## config.mk

```make
export PLATFORM = sky130hd
export DESIGN_NAME = ecc16_check_correct
export DESIGN_NICKNAME = d
export VERILOG_FILES = /design/src/rtl/ecc16_check_correct.sv
export SDC_FILE = /design/constraint.sdc
export NUM_CORES = 1
export LEC_CHECK = 0
export BUFFER_PORTS_ARGS = -buffer_cell sky130_fd_sc_hd__buf_2
export CORE_ASPECT_RATIO = 0.5
export CORE_MARGIN = 1.5
export CORE_UTILIZATION = 25
export CTS_CLUSTER_DIAMETER = 120
export CTS_CLUSTER_SIZE = 20
export DETAILED_ROUTE_END_ITERATION = 12
export GPL_TIMING_DRIVEN = 0
export PLACE_DENSITY = 0.44
export RECOVER_POWER = 25
export SYNTH_ARGS = -nofsm -noshare
export SYNTH_HDL_FRONTEND = slang
export SYNTH_SLANG_ARGS = --single-unit
```

## constraint.sdc

```tcl
create_clock -name clk -period 3.44 [get_ports clk]
set_input_delay 0.344 -clock clk [delete_from_list [all_inputs] [get_ports clk]]
set_output_delay 0.344 -clock clk [all_outputs]
set_load 0.005 [all_outputs]
```

## src/rtl/ecc16_check_correct.sv

```systemverilog
// ecc16_check_correct: SEC check/correct of a 16-bit word against 8 parity bits, 2-stage valid/ready pipeline
module ecc16_check_correct #(
   parameter int CNT_W = 16
) (
   input  logic             clk,
   input  logic             rst,
   input  logic             in_valid,
   output logic             in_ready,
   input  logic [15:0]      in_data,
   input  logic [7:0]       in_check,
   output logic             out_valid,
   input  logic             out_ready,
   output logic [15:0]      out_data,
   output logic [1:0]       out_status,
   output logic [7:0]       out_syndrome,
   input  logic             cnt_clr,
   output logic [CNT_W-1:0] corr_cnt,
   output logic [CNT_W-1:0] uncorr_cnt
);
   logic        en;
   logic        hs;
   logic        s1_valid;
   logic [15:0] s1_data;
   logic [7:0]  s1_syn;
   logic [7:0]  syn;
   logic        single;
   logic        corr;
   logic [3:0]  idx;
   logic [1:0]  status;
   logic [15:0] fixed;

   // regenerated check bits: odd/even halves, bit-pair groups, upper/lower byte
   assign syn = in_check ^ {^(in_data & 16'hAAAA), ^(in_data & 16'h5555),
                            ^(in_data & 16'hC0C0), ^(in_data & 16'h3030),
                            ^(in_data & 16'h0C0C), ^(in_data & 16'h0303),
                            ^in_data[15:8], ^in_data[7:0]};
   assign en       = !out_valid | out_ready;
   assign in_ready = en;
   assign hs       = out_valid & out_ready;

   // a correctable syndrome has one bit in each of the byte, pair-group and parity fields
   always_comb begin
      single = $countones(s1_syn) == 1;
      corr   = $onehot(s1_syn[1:0]) & $onehot(s1_syn[5:2]) & $onehot(s1_syn[7:6]);
      idx    = {s1_syn[1], s1_syn[5] | s1_syn[4], s1_syn[5] | s1_syn[3], s1_syn[7]};
      status = s1_syn == 8'd0 ? 2'b00 : single ? 2'b10 : corr ? 2'b01 : 2'b11;
      fixed  = corr ? s1_data ^ (16'd1 << idx) : s1_data;
   end

   // both stages advance together whenever the output slot is free or being drained
   always_ff @(posedge clk)
      if (rst) begin
         s1_valid     <= 1'b0;
         s1_data      <= '0;
         s1_syn       <= '0;
         out_valid    <= 1'b0;
         out_data     <= '0;
         out_status   <= 2'b00;
         out_syndrome <= '0;
      end else if (en) begin
         s1_valid     <= in_valid;
         s1_data      <= in_data;
         s1_syn       <= syn;
         out_valid    <= s1_valid;
         out_data     <= fixed;
         out_status   <= status;
         out_syndrome <= s1_syn;
      end

   // saturating event counters bumped on delivered results; clear beats a same-cycle bump
   always_ff @(posedge clk)
      if (rst | cnt_clr) begin
         corr_cnt   <= '0;
         uncorr_cnt <= '0;
      end else if (hs) begin
         if (out_status == 2'b01 && !(&corr_cnt)) corr_cnt <= corr_cnt + 1'b1;
         if (out_status == 2'b11 && !(&uncorr_cnt)) uncorr_cnt <= uncorr_cnt + 1'b1;
      end
endmodule

```

Word-level counts from Yosys, hierarchy flattened
Cells that the tools add are included.

word-level totals
  register bits = 84
  input bits = 29
  output and inout port bits = 60
  logic and storage cells = 61

cells by class
  $add $sub $neg = 14
  equality and inequality tests = 6
  shift-type cells = 1
  muxes and demuxes = 4
  bitwise logic cells = 9
  reduce and logical (&&, ||, !) cells = 18

operator list
  operator                                                            count
  16-bit parity                                                       6
  16-bit by 1-bit adder with 16-bit output, second input constant     2
  16-bit AND reduction                                                2
  1-bit by 1-bit adder with 2-bit output                              8
  16-bit 2-to-1 mux                                                   1
  8-bit parity                                                        2
  1-bit by 4-bit << shifter with 16-bit output, first input constant  1
  16-bit XOR                                                          1
  2-bit by 2-bit adder with 3-bit output                              3
  8-bit zero test                                                     1
  8-bit XOR                                                           1
  2-bit by 1-bit == test with 1-bit output, second input constant     3
  2-bit 2-to-1 mux                                                    3
  3-bit by 3-bit adder with 4-bit output                              1
  4-bit by 1-bit == test with 1-bit output, second input constant     1
  1-bit OR                                                            4
  2-bit AND reduction                                                 2
  1-bit bitwise AND                                                   3
  3-bit by 1-bit == test with 1-bit output, second input constant     1
  1-bit zero test                                                     3
  2-bit == test, second input constant                                1
  1-bit logical AND                                                   2

Logic depth before layout (Yosys ltp)
  depth in word-level cells = 8
  gate-level depth with buffers = 13
  gate-level depth less buffers = 13

Least setup slack after synthesis
OpenSTA, ideal clock, no wires.

  path kind = flip-flop to flip-flop
  start point = reg s1_syn[1]
  end point = reg out_status[1]
  setup time = 0.128 ns
  arrival time = 3.223 ns
  required time = 3.312 ns
  setup slack = 0.089 ns
  stages on the path, launching flop included = 13
  path buffers = 0
  clock period less this slack = 3.351 ns
  cell sequence = dfxtp_1 > inv_1 > fa_1 > fa_1 > fa_1 > inv_1 > ha_1 > inv_1 > fa_1 > mux2_2 > a31o_2 > a22oi_1 > nor2_1

between the ends
  word-level cells in the longest chain between the ends = 7
  elaborated cells on any way between the ends = 12
  classes of those cells = add/sub (4); eq/ne (2); mux (3); bitwise (2); reduce/logical (1)

ends and longest elaborated chain
  item                                                                            line  RTL
  from (decl)                                                                     24    logic [7:0] s1_syn;
  from (signal assigned)                                                          63    s1_syn <= syn;
  branches (longest 6 deep; another with 3-bit by 3-bit adder with 4-bit output)  --
  2-bit 2-to-1 mux (*)                                                            46    status = s1_syn == 8'd0 ? 2'b00 : single ? 2'b10 : corr ? 2'b01 : 2'b11;
  to (signal assigned)                                                            66    out_status <= status;
  to (decl)                                                                       14    output logic [1:0] out_status,

Mark *: on every way between the ends.
A chain may end at the register's enable or synchronous reset.

Final worst setup path
  start point = reg s1_syn[3]
  end point = reg out_status[1]

between the ends
  word-level cells in the longest chain between the ends = 8
  elaborated cells on any way between the ends = 13
  classes of those cells = add/sub (5); eq/ne (2); mux (3); bitwise (2); reduce/logical (1)

ends and longest elaborated chain
  item                                                                            line
  branches (longest 7 deep; another with 3-bit by 3-bit adder with 4-bit output)  --
  2-bit 2-to-1 mux (*)                                                            46

Marks and branches as above.

==> results.sh <==
export IMPL_clock_latency_ns=0.34
export IMPL_cts_tree="yes"
export IMPL_hold_viol=0
export IMPL_routedWlPerCell_um=14.6
export IMPL_reg2reg_depth=12
export IMPL_syn2layout_area_growth_pct=23.5
export IMPL_clockRootBuffer="clkbuf_16"
export IMPL_nets=642
export IMPL_final_cell_mix="81 x dfxtp_1, 73 x nand2_1, 60 x buf_2, 54 x nor2_1, 46 x xnor2_1"
export IMPL_cts_buffers=9
export IMPL_r2r_end="out_status[1]"
export IMPL_std_cell_rows=33
export IMPL_crit_arrival_ns=3.54
export IMPL_ios=89
export IMPL_die_w_um=188
export IMPL_worstSetupEndpointType="register"
export IMPL_grt_pass1_wl_mm=19.0
export IMPL_min_path_cells=3
export IMPL_drive_above_1_share=0.171
export IMPL_power_density_mw_per_mm2=505
export IMPL_ys_seq_area_frac=0.392
export IMPL_ys_ff_latch=84
export IMPL_dr_total_vias=3749
export IMPL_r2r_start="s1_syn[3]"
export IMPL_post_route_period_util=0.965
export IMPL_antenna_found_initial=0
export IMPL_ctsHtreeMaxLevel=3
export IMPL_clkTransAtPathRegs_ns=0.07
export IMPL_drt_initial_drc_count=120
export IMPL_grt_use_total=0.138
export IMPL_run_status="complete, no violations"
export IMPL_ys_types=49
export IMPL_min_period_ns=3.32
export IMPL_postCtsHoldBufs=0
export IMPL_synthCells=499
export IMPL_grt_max_degree=18
export IMPL_dieArea_sq_mm=0.0180
export IMPL_max_freq_ghz=0.301
export IMPL_min_delay_start="in_valid"
export IMPL_diodes=0
export IMPL_die_height_um=95.6
export IMPL_finClkSkew_ns=0.00657
export IMPL_ant_nets=0
export IMPL_firstDrtPassIters=4
export IMPL_final_core_util=0.320
export IMPL_start_util=0.259
export IMPL_synth_nets=543
export IMPL_path_class="reg -> reg"
export IMPL_cp_slowest_cell="fa_1"
export IMPL_wl_mm=12.1
export IMPL_rrSetupSlack_ns=0.12
export IMPL_worstHoldEndpoint="s1_valid"
export IMPL_worst_pin_slew_ns=0.636
export IMPL_worst_path_max_fanout=5
export IMPL_max_stage_delay_ns=0.53
export IMPL_drt_vias_per_instance=4.52
export IMPL_syn_area_per_cell_sq_um=8.59
export IMPL_yosys_warnings=0
export IMPL_drc_errors=0
export IMPL_slew_violations=0
export IMPL_path_buf_inv=3
export IMPL_relSlewSlack=0.576
export IMPL_clockBufferDepth=2
export IMPL_ir_worst_vdd_mv=0.261
export IMPL_syn_area_sq_mm=0.00429
export IMPL_setup_viol=0
export IMPL_rsz0062_at_grt="true"
export IMPL_crit_required_ns=3.66
export IMPL_p_leak_nw=2.01
export IMPL_grt_pass1_vias=3495
export IMPL_critPathTopFamily="adder cells"
export IMPL_holdWs_ns=0.248
export IMPL_holdCritPathClass="in -> reg"
export IMPL_startpoint_type="register"
export IMPL_core_area_sq_mm=0.0166
export IMPL_cts_sinks=84
export IMPL_overflow=0
export IMPL_place_hpwl_mm=9.30
export IMPL_critPathMostFrequentCell="fa_1"
export IMPL_layout_commonest_cell="dfxtp_1"
export IMPL_drv_cap=0
export IMPL_portBuffers=87
export IMPL_gp_congestion=0.741
export IMPL_crit_chain="inv_4, fa_1, fa_1, fa_1, inv_1, ha_2, inv_1, fa_2, mux2_2, a31o_2, a22oi_2, nor2_1"
## timing repair
item,4_1_cts,5_1_grt
setup endpoints to repair,2,2
buffers inserted,0,1
pin swaps,0,2
gates resized for setup,4,9
cloned,0,0
## report_power, final
group | switching (W) | internal [W] | total [W]
registers | 0.0000673 | 0.00104 | 0.00111
clock network | 0.000461 | 0.000509 | 0.000970
logic | 0.000336 | 0.000258 | 0.000594
## layer usage
metal / global-route usage / share of wire
met1: 0.195 / 0.53
met5: 0 / 0
met4: 0.0340 / 0.0091
met3: 0.0353 / 0.037
met2: 0.210 / 0.42
## worst register-to-register path, stage by stage (launching register included)
cell     delay [ns]
dfxtp_4        0.39
inv_4          0.06
fa_1           0.46
fa_1           0.53
fa_1           0.41
inv_1          0.07
ha_2           0.17
inv_1          0.05
fa_2           0.34
mux2_2         0.28
a31o_2         0.25
a22oi_2        0.13
nor2_1         0.05
## logic make-up (layout without fill, tap and decap cells)
group / count (synthesis) / after routing / share of synthesized area
mux: 5 / 5 / 0.0120
fa+ha+maj: 15 / 15 / 0.0525
flops: 84 / 84 / 0.392
compound gates: 95 / 95 / 0.139
buf+inv: 44 / 148 / 0.0388
simple gates: 197 / 197 / 0.238
xor+xnor: 59 / 59 / 0.128
## worst max-delay path by stage
stage          cells past startpoint  slack, ns       from            end
6_report                          12       0.12  s1_syn[3]  out_status[1]
2_1_floorplan                     12       0.09  s1_syn[1]  out_status[1]
3_5_place_dp                      12      -0.11  s1_syn[1]  out_status[1]
4_1_cts                           12       0.01  s1_syn[0]  out_status[1]
3_3_place_gp                      12      -0.08  s1_syn[1]  out_status[1]
5_1_grt                           12      -0.02  s1_syn[0]  out_status[1]
## synth_stat cells (all sizes together)
cell type | count | area (sq um)
dfxtp | 84 | 1680
nand2 | 73 | 274
nor2 | 55 | 209
xnor2 | 46 | 403
a21oi | 36 | 180
inv | 21 | 78.8
o21ai | 21 | 105
or3 | 18 | 113
a311oi | 17 | 149
clkbuf | 16 | 60.1
nand3 | 12 | 65.1
nand4 | 12 | 133
xor2 | 11 | 96.3
ha | 10 | 125
buf | 7 | 27.5
and4 | 6 | 56.3
a211oi | 5 | 37.5
fa | 5 | 100
nor3 | 5 | 25.0
o211ai | 5 | 37.5
and3 | 4 | 26.3
mux2i | 4 | 40.0
nor4 | 3 | 18.8
o31ai | 3 | 22.5
a22oi | 2 | 15.0
nor4b | 2 | 38.8
o2111ai | 2 | 17.5
xor3 | 2 | 47.6
a31o | 1 | 8.76
a31oi | 1 | 6.26
a41oi | 1 | 8.76
and2 | 1 | 7.51
and4bb | 1 | 16.3
mux2 | 1 | 11.3
nand4b | 1 | 8.76
nor2b | 1 | 6.26
nor3b | 1 | 7.51
o41ai | 1 | 8.76
or2 | 1 | 6.26
or4 | 1 | 7.51
## flip-flops by register name (all words and copies together), names as in the netlist
name	count
corr_cnt	16
out_data	16
out_status	2
out_syndrome	8
out_valid	1
s1_data	16
s1_syn	8
s1_valid	1
uncorr_cnt	16
## cell type report
cell class / count / area [sq um]
Timing Repair Buffer: 88 / 408
Clock inverter: 7 / 65.1
Clock buffer: 9 / 225
Fill cell: 1803 / 11300
Buffer: 23 / 87.6
Inverter: 21 / 83.8
Multi-Input combinational cell: 371 / 2450
Sequential cell: 84 / 1690
Tap cell: 227 / 284
## metrics by stage
| step | worst slack (ns) | std cells | instance area, sq um | total power (W) | setup TNS [ns] |
|---|---|---|---|---|---|
| floorplan | 0.0893 | 499 | 4290 | 0.00152 | 0 |
| global placement | -0.0753 | 813 | 5010 | 0.00170 | -0.0753 |
| detailed placement | -0.111 | 813 | 5010 | 0.00171 | -0.184 |
| CTS | 0.0132 | 829 | 5300 | 0.00271 | 0 |
| global route | -0.0208 | 830 | 5290 | 0.00284 | -0.0208 |
| finish | 0.119 | 830 | 5290 | 0.00267 | 0 |
Power figures use the tool's default switching activity.
